--- src/rtl/branch_pred_ctrl.sv ---
// Direct-mapped 2-bit saturating-counter branch predictor with registered
// mispredict/redirect pulse and saturating branch/mispredict statistics.
module branch_pred_ctrl #(
  parameter int IDX_BITS = 4,
  parameter int PC_W     = 16
) (
  input  logic            clk,
  input  logic            rst,
  input  logic [PC_W-1:0] lookup_pc,
  output logic            pred_taken,
  input  logic            resolve_valid,
  input  logic [PC_W-1:0] resolve_pc,
  input  logic            resolve_taken,
  input  logic            resolve_pred,
  input  logic [PC_W-1:0] resolve_target,
  input  logic [PC_W-1:0] resolve_fallthru,
  output logic            mispredict,
  output logic [PC_W-1:0] redirect_pc,
  output logic [15:0]     branch_cnt,
  output logic [15:0]     mispred_cnt
);

  localparam int ENTRIES = 1 << IDX_BITS;

  logic [1:0]          ctr_table [ENTRIES];
  logic [IDX_BITS-1:0] lidx;
  logic [IDX_BITS-1:0] ridx;
  logic                accept;
  logic                wrong;
  logic [1:0]          cur_ctr;
  logic [1:0]          upd_ctr;
  logic                unused_pc_bits;

  assign lidx   = lookup_pc[IDX_BITS:1];
  assign ridx   = resolve_pc[IDX_BITS:1];
  // Resolves seen during a redirect pulse belong to the flushed wrong path.
  assign accept = resolve_valid & ~mispredict;
  assign wrong  = resolve_taken ^ resolve_pred;

  assign unused_pc_bits = ^{lookup_pc[PC_W-1:IDX_BITS+1], lookup_pc[0],
                            resolve_pc[PC_W-1:IDX_BITS+1], resolve_pc[0]};

  always_comb begin
    cur_ctr = ctr_table[ridx];
    upd_ctr = cur_ctr;
    if (resolve_taken) begin
      if (cur_ctr != 2'b11) upd_ctr = cur_ctr + 2'b01;
    end else begin
      if (cur_ctr != 2'b00) upd_ctr = cur_ctr - 2'b01;
    end
  end

  always_comb begin
    pred_taken = ctr_table[lidx][1];
    if (accept && (ridx == lidx)) pred_taken = upd_ctr[1];
  end

  always_ff @(posedge clk) begin
    if (rst) begin
      for (int i = 0; i < ENTRIES; i++) ctr_table[i] <= 2'b00;
    end else if (accept) begin
      ctr_table[ridx] <= upd_ctr;
    end
  end

  always_ff @(posedge clk) begin
    if (rst) begin
      mispredict  <= 1'b0;
      redirect_pc <= '0;
      branch_cnt  <= '0;
      mispred_cnt <= '0;
    end else begin
      mispredict <= accept & wrong;
      if (accept) begin
        redirect_pc <= resolve_taken ? resolve_target : resolve_fallthru;
        if (branch_cnt != 16'hFFFF) branch_cnt <= branch_cnt + 16'd1;
        if (wrong && (mispred_cnt != 16'hFFFF)) mispred_cnt <= mispred_cnt + 16'd1;
      end
    end
  end

endmodule

--- config.mk ---
export PLATFORM = sky130hd
export DESIGN_NAME = branch_pred_ctrl
export DESIGN_NICKNAME = d
export VERILOG_FILES = /design/src/rtl/branch_pred_ctrl.sv
export SDC_FILE = /design/constraint.sdc
export NUM_CORES = 1
export LEC_CHECK = 0
export CAP_MARGIN = 5
export CORE_MARGIN = 2
export CORE_UTILIZATION = 51
export CTS_CLUSTER_SIZE = 30
export DETAILED_ROUTE_END_ITERATION = 10
export GPL_TIMING_DRIVEN = 0
export HOLD_SLACK_MARGIN = 0.12
export PLACE_DENSITY_LB_ADDON = 0.05
export SETUP_SLACK_MARGIN = 0.4
export SKIP_CTS_REPAIR_TIMING = 1
export SLEW_MARGIN = 10
export SYNTH_ARGS = -nofsm -noshare
export SYNTH_HDL_FRONTEND = slang
export SYNTH_SLANG_ARGS = --single-unit
--- constraint.sdc ---
create_clock -name clk -period 3.7 [get_ports clk]
set_input_delay 0.37 -clock clk [delete_from_list [all_inputs] [get_ports clk]]
set_output_delay 0.37 -clock clk [all_outputs]
set_load 0.005 [all_outputs]
# Yosys cells after proc, flatten, opt, wreduce, memory -nomap -nowiden
# Memory sizes are Yosys's and may differ from the RTL's.
# Index checks and enable logic that the tools add are counted.
# Widths: inputs -> output; s select.
# classes
bitwise	4
n_reduce_logical	6
add_sub_neg	4
mux	13
n_eq_ne	4
# ops
op	n
$add 16x1->16 const B	2
$ne 16x16->1 const B	2
$mux 16	1
$mux 2	4
$mux 1	7
$eq 4x4->1	1
$mux 4	1
$reduce_and 2->1	2
$add 2x1->2 const B	1
$and 1x1->1	2
$logic_and 1x1->1	2
$ne 2x2->1 const B	1
$reduce_bool 2->1	1
$reduce_or 2->1	1
$sub 2x1->2 const B	1
$not 1->1	1
$xor 1x1->1	1
# totals
register_bits	49
mem_count	1
output_inout_bits	50
wordCells	36
ram_bits	32
# mem_list
name	words	width	read_ports	rd_clocked_by_memory_dff	write_ports	line_no	text
ctr_table	16	2	2	0	16	25	logic [1:0] ctr_table [ENTRIES];

# Depth between registers and ports, before layout
# logic_depth
depth_word	7
depth_mapped	7
depth_no_buf	6

# Least setup slack after synthesis
# Ideal clock, no wire load.
# synth_path
path_kind	in2out
start	input resolve_pc[3]
end	output pred_taken
path_slack_ps	1609
stages	6
n_path_buf	1
arrival_time_ps	1721
path_cell_list	clkbuf_1 > nor2b_1 > nand2_1 > and4_1 > maj3_2 > mux2i_1
# synth_between
elab_chain_len	5
# synth_lines
item	line_no	text
start, declared	12	input logic [PC_W-1:0] resolve_pc,
$mem_v2 16x2	-	
$sub 2x1->2 (tied with other cells)	49	if (cur_ctr != 2'b00) upd_ctr = cur_ctr - 2'b01;
$mux 2, on equally long branches	49, 47	
$mux 2	46	if (resolve_taken) begin
$mux 1 (*)	55	if (accept && (ridx == lidx)) pred_taken = upd_ctr[1];
end, declared	10	output logic pred_taken,
# Mark *: on every way between the ends. The rest lies on a longest branch, timed or not.

# Worst setup path in the final report
# layout_path
start	input resolve_pc[2]
end	output pred_taken
# Same word-level chain as after synthesis.

==> key figures <==
Yosys
  – Post-synth EDFFs: 32
  – Dominant cells by area after synthesis: dfxtp_1 (24%), edfxtp_1 (24%), mux4_2 (6.7%)
  – Synth top area share: 24.21%
  – Synth Warn #: 0
  – Post-synth cell types: 42
  – Cells after synthesis: 405
  – Post-synthesis sequential area ratio: a little under half
  – Post-synth top area cell: dfxtp_1
  – Top_reg_cell synth: dfxtp_1
  – Synth async-reset ratio: 0%
  – Syn nets: between 400 and 500
  – Synthesized area: between 4000 and 5000 µm²
  – Post-Syn Area per Cell: 10.01 µm²
  – Flops & latches, synth: 81

Power
  – Pwr/cell area: 355.2 nW/µm²
  – Combinational share of power: ~15%
  – LEAKAGE: 1.851 nW
  – Cell-internal power: around 1.4 mW
  – Sw Ratio: about a quarter
  – Switching power: between 400 and 500 µW
  – Max VDD drop: about 210 µV
  – Register share of total power: slightly above 50%
  – Clock share of power: around a third

Worst setup path
  – Worst-path maximum fanout: 10
  – Max incr delay on CP: 0.57 ns
  – WS Path Type: input pin to primary output
  – Crit end category: primary output
  – WP data arrival: 2.77 ns
  – Crit path capture: pred_taken
  – RR Startpoint: ctr_table[10][1]
  – CP cell instances: clkdlybuf4s50_1 -> buf_2 -> mux4_2 -> a22o_1 -> nor2_1 -> maj3_2 -> mux2i_1 -> clkdlybuf4s50_1
  – Reg-to-reg setup timing slack: around 1.5 ns
  – CP Launch Type: input pin
  – Most used cell, CP: clkdlybuf4s50_1
  – Slowest CP cell: clkdlybuf4s50_1
  – R2r endpoint: ctr_table[14][1]
  – R2R depth: 7
  – WP data required: between 3 and 4 ns
  – Worst setup path start: resolve_pc[2]

Global route
  – Initial antenna violation count: 0
  – Vias in the first global route: about 3,200
  – Global Route Usage Sum: between 20% and 30%
  – Largest net degree at the start of global routing: 15
  – GRT overflow: 0
  – First-pass GRT wire length: 15,010 µm

Final layout
  – Reg area: 1942 µm²
  – Final std cells w/o fill: 616
  – Most frequent cells in the layout: clkdlybuf4s50_1 (91), nor2_1 (68), dfxtp_1 (49), nand2_1 (42), edfxtp_1 (32)
  – Most common cell after layout, fill and taps aside: clkdlybuf4s50_1
  – Final #Nets: 580
  – P&R area growth vs syn: 31.09%
  – # fillers: 620
  – Number of antenna diodes: 0
  – Multi-input gate area: 1952 µm²
  – Layout cells sized above 1: 8.560%

STA
  – Actual slew at the worst max-slew pin: approximately 0.98 ns
  – Hold Worst Slack: roughly 0.46 ns
  – Layout Skew: 0.01251 ns
  – Setup Viol. Count Final: 0
  – Post-layout min period: around 3.1 ns
  – Fin. max-slew vios: 0
  – Fmax: 318.2 MHz
  – Hold Vio Cnt, Final: 0
  – RSZ-0062 raised after global routing: false
  – Final period util: 84.94%
  – Sum Neg Setup Slack: 0 ns
  – Worst slew margin: 33.60%

Route
  – DR vias: between 3,000 and 4,000
  – Via density per instance: 5.463
  – Routed len/inst: about 15 µm
  – Residual DRC count: 0
  – TritonRoute pass-1 iters: 4
  – Drt first-iter violations: between 150 and 200
  – Antenna viol nets, final: 0
  – Final wirelength: 9249 µm

Status
  – Status: completed

Floorplan
  – Initial core utilization: 52.44%
  – Core footprint: slightly below 8000 µm²
  – I/O pin total: 119
  – Row cnt: 32
  – Die X: 93.14 µm
  – Die area: 8675 µm²
  – Die span in y: about 93 µm

Placed design
  – Cells after DPL: 599
  – GPL Wtd Cong: 0.8454
  – HPWL after DPL: 6882 µm
  – I/O Buffers: between 90 and 100

Clocking
  – Clock Path Buffers: 2
  – Sinks on Clock Net: 81
  – Clock Latency Late Sink: 0.36 ns
  – Clk pin slew, worst setup/hold paths: 0.07 ns
  – CTS tree: yes
  – H-tree levels: 3
  – Clock Tree Root: clkbuf_8
  – CTS Buf Count: 9

Hold path
  – Hold Path Class: input pin to register

Run
  – Max-Cap Viols: 0
-- cell type report --
type / instances / area share [%]
buffer: 25 / 2.544
clock buffer: 11 / 3.062
clock inverter: 5 / 0.6830
inverter: 7 / 0.4946
multi-input combinational: 292 / 36.74
sequential: 81 / 36.55
tap: 102 / 2.402
timing repair buffer: 93 / 17.52
-- per-layer routing --
layer  share of wire (%)  vias to the layer above  global-route usage, %  routed length [µm]
li1                    -                     1683                      -                   -
met1                  45                     1550                  28.68                4148
met2                  45                      120                  36.29                4162
met3                 8.5                       12                  5.963                 785
met4                 1.7                        0                  9.681                 153
met5                   0                        -                      0                   0
-- per-stage QoR --
step / utilization, % / instance area, µm² / total power, mW / setup slack (ns)
6_report: 68.75 / 5313 / 1.887 / 0.5571
5_1_grt: 68.75 / 5313 / 1.958 / 0.4029
4_1_cts: 68.59 / 5300 / 1.896 / 0.2406
3_5_place_dp: 66.01 / 5101 / 1.273 / 0.2485
3_3_place_gp: 66.01 / 5101 / 1.267 / 0.2838
2_1_floorplan: - / 4053 / 1.137 / 1.609
-- cells by family after synthesis --
logic type | Yosys count | share of synthesized area (%)
buffers and inverters | 32 | 3.921
XOR/XNOR | 27 | 5.835
AO/OA/AOI/OAI | 55 | 9.633
adder cells (fa/ha/maj) | 4 | 1.173
AND/OR/NAND/NOR | 173 | 19.64
flip-flops | 81 | 47.92
multiplexers | 33 | 11.89
-- flip-flops by register name, summed over array words and instances, names as in the netlist --
name	flops
mispredict	1
ctr_table	32
redirect_pc	16
branch_cnt	16
mispred_cnt	16
-- power by group through the flow --
stage	combinational [mW]	clock [mW]	sequential [mW]
CTS	0.275	0.642	0.979
global route	0.301	0.674	0.983
global placement	0.269	0	0.998
finish	0.276	0.633	0.979
floorplan	0.140	0	0.996
detailed placement	0.273	0	1.00
-- how the worst min path moves through the flow --
stage / slack [ns] / start / to / cells after the start
after floorplan: 0.49 / redirect_pc[0] / redirect_pc[0] / 2
after global placement: 0.49 / redirect_pc[13] / redirect_pc[13] / 2
after detailed placement: 0.49 / redirect_pc[1] / redirect_pc[1] / 2
after CTS: 0.46 / resolve_taken / redirect_pc[15] / 3
after global routing: 0.48 / resolve_taken / redirect_pc[15] / 3
final: 0.46 / resolve_taken / redirect_pc[15] / 3
-- cells in the mapped netlist (2+ instances only) --
master	n
nor4b_1	2
clkbuf_1	17
mux4_2	12
xor2_1	7
or2_2	2
o21a_1	6
nand4_1	6
and3_1	2
ha_1	2
nor2b_1	3
and2_1	2
maj3_2	2
nor3_1	15
a211oi_1	20
inv_1	7
nand2b_1	3
buf_4	2
xnor2_1	20
buf_6	4
nand3_1	12
dfxtp_1	49
or3_1	5
a22o_1	2
nor2_1	68
and4_1	5
a2111oi_0	8
nor4_1	4
a21oi_1	6
o21ai_0	8
edfxtp_1	32
nand2_1	42
mux2i_1	20
-- critical path: cells and delay by family --
kind / cells / cell delay (ns)
compound gates: 1 / 0.24
fa+ha+maj: 1 / 0.27
buf+inv: 3 / 1.29
mux: 2 / 0.44
simple gates: 1 / 0.16
No activity file was read; power rests on OpenSTA's default activity.
